$ cat src/rtl/oc7in_ctrl_if.sv
// Bundle of the frame-control and data handshake signals for oc7in_ctrl.
// The thresh/over pair exists only when OC7IN_CTRL_THRESH_EN is defined.
interface oc7in_ctrl_if;
  logic       start;
  logic       abort;
  logic [6:0] din;
  logic       in_valid;
  logic       in_ready;
  logic       busy;
  logic       done;
  logic [7:0] total;
  logic [2:0] max_word;
`ifdef OC7IN_CTRL_THRESH_EN
  logic [7:0] thresh;
  logic       over;
`endif

  modport master (
    output start, abort, din, in_valid,
`ifdef OC7IN_CTRL_THRESH_EN
    output thresh,
    input  over,
`endif
    input  in_ready, busy, done, total, max_word
  );

  modport slave (
    input  start, abort, din, in_valid,
`ifdef OC7IN_CTRL_THRESH_EN
    input  thresh,
    output over,
`endif
    output in_ready, busy, done, total, max_word
  );
endinterface

$ cat src/rtl/oc7in_ctrl.sv
// Counts ones over a frame of FRAME_LEN 7-bit words: running total and largest per-word count.
// Define OC7IN_CTRL_THRESH_EN to add the thresh input and over output.
module oc7in_ctrl #(
  parameter int FRAME_LEN = 8
) (
  input  logic        clk,
  input  logic        rst_n,
  oc7in_ctrl_if.slave bus,
  output logic [1:0]  o_state
);
  localparam int CW = $clog2(FRAME_LEN + 1);

  typedef enum logic [1:0] {
    IDLE  = 2'd0,
    ACCUM = 2'd1,
    DONE  = 2'd2
  } state_t;

  state_t        r_state;
  logic [CW-1:0] r_cnt;
  logic [7:0]    r_total;
  logic [2:0]    r_max;
  logic          r_in_ready;
  logic          r_busy;
  logic          r_done;
  logic [2:0]    w_pop;
  logic [7:0]    w_total_next;
  logic [2:0]    w_max_next;
  logic          w_last;
`ifdef OC7IN_CTRL_THRESH_EN
  logic [7:0]    r_thresh;
  logic          r_over;
`endif

  always_comb begin
    w_pop = '0;
    for (int i = 0; i < 7; i++) begin
      w_pop = w_pop + {2'b00, bus.din[i]};
    end
  end

  assign w_total_next = r_total + {5'd0, w_pop};
  assign w_max_next   = (w_pop > r_max) ? w_pop : r_max;
  assign w_last       = (r_cnt == CW'(FRAME_LEN - 1));

  // Handshake: a word transfers on a rising edge with in_valid && in_ready.
  // in_ready is high only in ACCUM; in_valid may drop at any time to stall.
  always_ff @(posedge clk or negedge rst_n) begin
    if (!rst_n) begin
      r_state    <= IDLE;
      r_cnt      <= '0;
      r_total    <= '0;
      r_max      <= '0;
      r_in_ready <= 1'b0;
      r_busy     <= 1'b0;
      r_done     <= 1'b0;
`ifdef OC7IN_CTRL_THRESH_EN
      r_thresh   <= '0;
      r_over     <= 1'b0;
`endif
    end else begin
      case (r_state)
        IDLE: begin
          r_done <= 1'b0;
          if (bus.start && !bus.abort) begin
            r_state    <= ACCUM;
            r_cnt      <= '0;
            r_total    <= '0;
            r_max      <= '0;
            r_in_ready <= 1'b1;
            r_busy     <= 1'b1;
`ifdef OC7IN_CTRL_THRESH_EN
            r_thresh   <= bus.thresh;
            r_over     <= 1'b0;
`endif
          end
        end
        ACCUM: begin
          // abort beats a simultaneous word, which is dropped
          if (bus.abort) begin
            r_state    <= IDLE;
            r_in_ready <= 1'b0;
            r_busy     <= 1'b0;
          end else if (bus.in_valid) begin
            r_total <= w_total_next;
            r_max   <= w_max_next;
            r_cnt   <= r_cnt + CW'(1);
            if (w_last) begin
              r_state    <= DONE;
              r_in_ready <= 1'b0;
              r_done     <= 1'b1;
`ifdef OC7IN_CTRL_THRESH_EN
              r_over     <= (w_total_next > r_thresh);
`endif
            end
          end
        end
        DONE: begin
          r_state <= IDLE;
          r_done  <= 1'b0;
          r_busy  <= 1'b0;
        end
        default: begin
          r_state    <= IDLE;
          r_in_ready <= 1'b0;
          r_busy     <= 1'b0;
          r_done     <= 1'b0;
        end
      endcase
    end
  end

  assign bus.in_ready = r_in_ready;
  assign bus.busy     = r_busy;
  assign bus.done     = r_done;
  assign bus.total    = r_total;
  assign bus.max_word = r_max;
  assign o_state      = r_state;
`ifdef OC7IN_CTRL_THRESH_EN
  assign bus.over     = r_over;
`endif
endmodule

$ cat src/flat_wrapper.sv
// flat-port wrapper written by rule: the top's interface ports become plain ports
module oc7in_ctrl_flat 
#(
  parameter int FRAME_LEN = 8
)
  (clk, rst_n, o_state, bus_start, bus_abort, bus_din, bus_in_valid, bus_in_ready, bus_busy, bus_done, bus_total, bus_max_word);
  oc7in_ctrl_if bus_i ();
  input  logic clk;
  input  logic rst_n;
  output logic [1:0] o_state;
  input wire logic [$bits(bus_i.start)-1:0] bus_start;
  input wire logic [$bits(bus_i.abort)-1:0] bus_abort;
  input wire logic [$bits(bus_i.din)-1:0] bus_din;
  input wire logic [$bits(bus_i.in_valid)-1:0] bus_in_valid;
  output wire logic [$bits(bus_i.in_ready)-1:0] bus_in_ready;
  output wire logic [$bits(bus_i.busy)-1:0] bus_busy;
  output wire logic [$bits(bus_i.done)-1:0] bus_done;
  output wire logic [$bits(bus_i.total)-1:0] bus_total;
  output wire logic [$bits(bus_i.max_word)-1:0] bus_max_word;
  assign bus_i.start = bus_start;
  assign bus_i.abort = bus_abort;
  assign bus_i.din = bus_din;
  assign bus_i.in_valid = bus_in_valid;
  assign bus_in_ready = bus_i.in_ready;
  assign bus_busy = bus_i.busy;
  assign bus_done = bus_i.done;
  assign bus_total = bus_i.total;
  assign bus_max_word = bus_i.max_word;
  oc7in_ctrl #(.FRAME_LEN(FRAME_LEN)) u_core (.clk(clk), .rst_n(rst_n), .bus(bus_i), .o_state(o_state));
endmodule
$ cat config.mk
export PLATFORM = sky130hd
export DESIGN_NAME = oc7in_ctrl_flat
export DESIGN_NICKNAME = d
export VERILOG_FILES = /design/src/rtl/oc7in_ctrl_if.sv /design/src/rtl/oc7in_ctrl.sv /design/src/flat_wrapper.sv
export SDC_FILE = /design/constraint.sdc
export NUM_CORES = 1
export LEC_CHECK = 0
export CAP_MARGIN = 20
export CORE_MARGIN = 1.5
export CORE_UTILIZATION = 54
export DETAILED_ROUTE_END_ITERATION = 10
export PLACE_DENSITY_LB_ADDON = 0.05
export SLEW_MARGIN = 20
export SYNTH_ARGS = -nofsm -noshare
export SYNTH_HDL_FRONTEND = slang
export SYNTH_SLANG_ARGS = --single-unit
$ cat constraint.sdc
create_clock -name clk -period 3.6 [get_ports clk]
set_input_delay 0.9 -clock clk [delete_from_list [all_inputs] [get_ports clk]]
set_output_delay 0.9 -clock clk [all_outputs]
set_load 0.1 [all_outputs]
== After elaboration in Yosys (flattened, before gate mapping) ==
Cells that the tools add are included.
Word-level totals
  input bits: 12
  flip-flop bits (word level): 20
  word-level logic and storage cells: 67
Operators by class
  muxes and demuxes: 29
  reduce and logical (&&, ||, !) cells: 10
  add/subtract/negate cells: 8
  order comparisons: 1
  bitwise logic cells: 1
  equality and inequality tests: 11
Operators with widths (number)
  $mux W8: 3
  $pmux W8 S2: 1
  $add A3 B1 Y3: 5
  $mux W3: 4
  $mux W4: 3
  $mux W1: 9
  $add A8 B3 Y8: 1
  $mux W2: 4
  $pmux W4 S2: 1
  $reduce_and A4 Y1: 2
  $ne A2 B1 Y1 const B: 3
  $ne A2 B2 Y1 const B: 3
  $pmux W3 S2: 1
  $reduce_and A3 Y1: 2
  $reduce_and A5 Y1: 1
  $add A4 B1 Y4 const B: 1
  $eq A4 B3 Y1 const B: 1
  $pmux W2 S2: 1
  $gt A3 B3 Y1: 1
  $ne A3 B2 Y1 const B: 1
  $ne A3 B3 Y1 const B: 1
  $pmux W1 S3: 1
  $add A1 B1 Y2: 1
  $eq A2 B1 Y1 const B: 1
  other kinds (8): 8

== Logic depth before layout (Yosys ltp) ==
  depth after elaboration: 11
  mapped depth: 14
  gate-level depth less buffers: 14

== Least setup slack after synthesis ==
Ideal clock, no wire load.
  path type: input-to-reg
  start point: in bus_din[0]
  end point: reg u_core.r_total[7] (netlist: u_core.bus.total[7])
  path slack: -0.497 ns
  required time: 3.522 ns
  stages on the path: 14
  library setup time: 0.078 ns
  arrival: 4.019 ns
  cells stage by stage: ha_1 > inv_1 > fa_1 > fa_1 > inv_1 > ha_1 > inv_1 > fa_1 > xnor2_1 > ha_1 > a21oi_1 > and2_0 > or4_1 > a21oi_1
Between the ends
  cells in the longest elaborated chain, start to end: 10
RTL lines
  start, declared: line flat_wrapper.sv:13  | input wire logic [$bits(bus_i.din)-1:0] bus_din;
  $add A1 B1 Y2: line oc7in_ctrl.sv:38  | w_pop = w_pop + {2'b00, bus.din[i]};
  $add A3 B1 Y3 (5 in a row): line oc7in_ctrl.sv:38
  $add A8 B3 Y8: line oc7in_ctrl.sv:42  | assign w_total_next = r_total + {5'd0, w_pop};
  $mux W8: line oc7in_ctrl.sv:84  | end else if (bus.in_valid) begin
  $mux W8: line oc7in_ctrl.sv:80  | if (bus.abort) begin
  $pmux W8 S2: line oc7in_ctrl.sv:62  | case (r_state)
  end signal, assigned: line oc7in_ctrl.sv:85  | r_total <= w_total_next;
  end, declared: line oc7in_ctrl.sv:21  | logic [7:0] r_total;
Every way passes these cells. The select of a mux whose other input is x is not followed.
A chain may end at the register's enable or synchronous reset.

== Final worst setup path ==
  start point: in bus_din[0]
  end point: reg u_core.r_max[1] (netlist: u_core.bus.max_word[1])
Between the ends
  cells in the longest elaborated chain, start to end: 10
  elaborated cells between the ends (all ways): 13
  classes of those cells: 6 x add/sub; 1 x order compare; 1 x eq/ne; 4 x mux; 1 x reduce/logical
RTL lines
  $add A1 B1 Y2 (*): line oc7in_ctrl.sv:38
  $add A3 B1 Y3 (*) (5 in a row): line oc7in_ctrl.sv:38
  parallel branches: the longest is 4 deep, another holds $gt A3 B3 Y1
  end signal, assigned: line oc7in_ctrl.sv:86  | r_max <= w_max_next;
  end, declared: line oc7in_ctrl.sv:22  | logic [2:0] r_max;
Mark *: on every way between the ends. The select of a mux whose other input is x is not followed.

==> flow_summary.json <==
{
  "place_congestion": 0.840,
  "worst_pin_slew_ns": 0.914,
  "n_antenna_cell": 0,
  "failed_checks": "negative setup slack",
  "fin_util_pct": 81.9,
  "synth_nets": 158,
  "cts_root_buffer": "clkbuf_4",
  "yosysSeqAreaShare_pct": 39.0,
  "required_ns": 3.85,
  "finalSetupViolations": 8,
  "synth.distinct_cells": 35,
  "layout_common_cells": "buf_4, dfrtp_1, nand2_1, inv_1, clkdlybuf4s50_1",
  "grt_pass1_vias": 1138,
  "grt_max_degree": 21,
  "dieArea_mm2": 0.00268,
  "status": "complete, but fails checks",
  "hold_viol_final": 0,
  "vias_per_cell": 5.69,
  "track_usage_pct": 25.5,
  "path_class": "in2reg",
  "insertion_delay_ns": 0.30,
  "async_flop_share_pct": 100,
  "p_leak_nw": 0.858,
  "start_util_pct": 57.4,
  "period_needed_ns": 3.90,
  "h-tree-depth": 1,
  "cts_tree": "yes",
  "clock_path_buffers": 2,
  "min_path_type": "reg2reg",
  "ys_seq_elements": 20,
  "drtPass1Iterations": 4,
  "cts_buffers": 3,
  "final.setup_skew_ns": 0.00560,
  "netlist_area_mm2": 0.00128,
  "syn_inst": 132,
  "rows": 17,
  "worstPathCellList": "buf_6, ha_4, inv_2, fa_1, fa_1, inv_1, ha_2, inv_2, fa_2, inv_2, ha_4, nor2b_4, o31ai_4, or4_4, nand3_2",
  "cts.clk_slew.worst_paths_ns": 0.13,
  "cts.sinks": 20,
  "synthFlopType": "dfrtp_1",
  "grt_pass1_wl_um": 5000,
  "finalSetupTns_ns": -2.11,
  "drt_wl_total_um": 3230,
  "antenna_found_initial": 0,
  "arrival_ns": 4.15,
  "coreArea_mm2": 0.00223,
  "ys_warn_count": 0,
  "fin_crit_sh_pct": 108,
  "port_buffers": 27,
  "die_y_um": 51.7,
  "crit_path_max_incr_delay_ns": 0.56,
  "fmax_mhz": 256,
  "num_vias": 1127,
  "wl_per_cell_um": 16.3,
  "grt_overflow": 0,
  "crit_fanout": 4,
  "mostFrequentLayoutCell": "buf_4",
  "place.detailed.hpwl_um": 2090,
  "ant_nets": 0,
  "slowest_stage": "fa_2",
  "syn_avg_cell_area_um2": 9.72,
  "ios": 28,
  "drcViolationCount": 0,
  "cp-start-kind": "input port",
  "die_w_um": 51.7,
  "layout-drive-gt1-share_pct": 36.5,
  "synth_edf_count": 0,
  "max-cap-violations": 0,
  "power_density_mw_per_mm2": 694,
  "syn_to_final_growth_pct": 42.6,
  "rsz0062_at_grt": "true",
  "endpoint_kind": "flop",
  "slew_headroom_pct": 38.9,
  "ir_drop_mv": 0.693,
  "cp_common_cell": "inv_2",
  "nNetsFinal": 197,
  "slew_viol_final": 0,
  "drt_iter0_markers": 28,
  "fin_ws_ns": -0.304
}
-- kinds of logic after synthesis --
family,Yosys count,synth area share (%)
compound gates,26,12.7
xor+xnor,6,4.10
fa+ha+maj,14,16.0
buf+inv,19,5.76
flops,20,39.0
mux,1,1.17
simple gates,46,21.3
-- state kept, by name, indices dropped and copies added, names as in the netlist --
register / count
u_core.bus.total: 8
u_core.r_cnt: 4
u_core.bus.max_word: 3
u_core.o_state: 2
u_core.bus.busy: 1
u_core.bus.done: 1
u_core.bus.in_ready: 1
-- timing repair --
item / 4_1_cts / 5_1_grt
setup endpoints to repair: 10 / 10
pin swaps: 16 / 15
endpoints found under the hold margin: 0 / 0
setup buffers: 1 / 0
hold buffers: 0 / 0
gates resized for setup: 26 / 10
-- final cells by class --
class	instances	area [um^2]
fillers	128	404
flip-flops and latches	20	500
clock buffers	3	22.5
well taps	28	35.0
repair buffers	37	313
inverters	16	60.1
multi-input cells	93	868
clock inverters	1	30.0
-- worst max-delay path, delay by kind of cell --
kind	cells	cell delay [ns]
and+or+nand+nor	3	0.71
AOI/OAI and AO/OA	1	0.07
buffers and inverters	5	0.32
adders and majority gates	6	2.14
-- stage by stage --
step	hold WS, ns	cells	instance area (um^2)	power [mW]	setup slack [ns]
2_1_floorplan	0.480	132	1320	0.762	-0.438
3_3_place_gp	0.463	193	1640	0.934	-0.900
3_5_place_dp	0.475	193	1640	0.946	-0.952
4_1_cts	0.505	198	1780	1.22	-0.429
5_1_grt	0.532	198	1830	1.32	-0.400
6_report	0.501	198	1830	1.27	-0.304
-- per-layer routing --
| layer | global-route usage (%) | vias up | share of wire [%] |
|---|---|---|---|
| met2 | 44.7 | 38 | 52 |
| met3 | 2.59 | 6 | 3.5 |
| met4 | 9.65 | 0 | 1.6 |
| li1 | - | 537 | - |
| met1 | 32.4 | 546 | 43 |
| met5 | 0 | - | 0 |
-- path summary, 6_finish.rpt --
kind | start | endpoint | depth (start not counted) | slack, ns
worst min-delay path | u_core.bus.in_ready | u_core.bus.in_ready | 1 | 0.50
worst max-delay path | bus_din[0] | u_core.bus.max_word[1] | 15 | -0.30
max in group asynchronous | rst_n | u_core.bus.max_word[0] | 1 | 1.95
worst max register to register | u_core.o_state[0] | u_core.bus.total[7] | 4 | 1.76
worst min register to register | u_core.bus.in_ready | u_core.bus.in_ready | 1 | 0.50
min in group asynchronous | rst_n | u_core.r_cnt[3] | 1 | 1.09
-- Yosys cell counts (2+ instances only) --
cell type	count	share of area, %
xnor2_1	3	2.0
o21ai_1	3	1.2
nor2b_1	3	1.5
dfrtp_1	20	39
nand2_1	15	4.4
inv_1	16	4.7
or3_1	3	1.5
a22o_1	2	1.4
nand3_1	6	2.3
ha_1	10	9.8
o21ai_0	5	2.0
a21oi_1	8	3.1
o31ai_1	2	1.2
nor2_1	5	1.5
fa_1	4	6.2
o221ai_1	3	2.0
buf_2	2	0.78
or4_1	3	1.8
xor2_1	3	2.0
-- power breakdown --
group	total (mW)	leakage, nW	internal [mW]	switching, mW
combinational	0.781	0.562	0.307	0.475
sequential	0.301	0.268	0.258	0.0430
clock	0.187	0.0279	0.112	0.0748
Note: power is estimated with default switching activity, not from simulation.
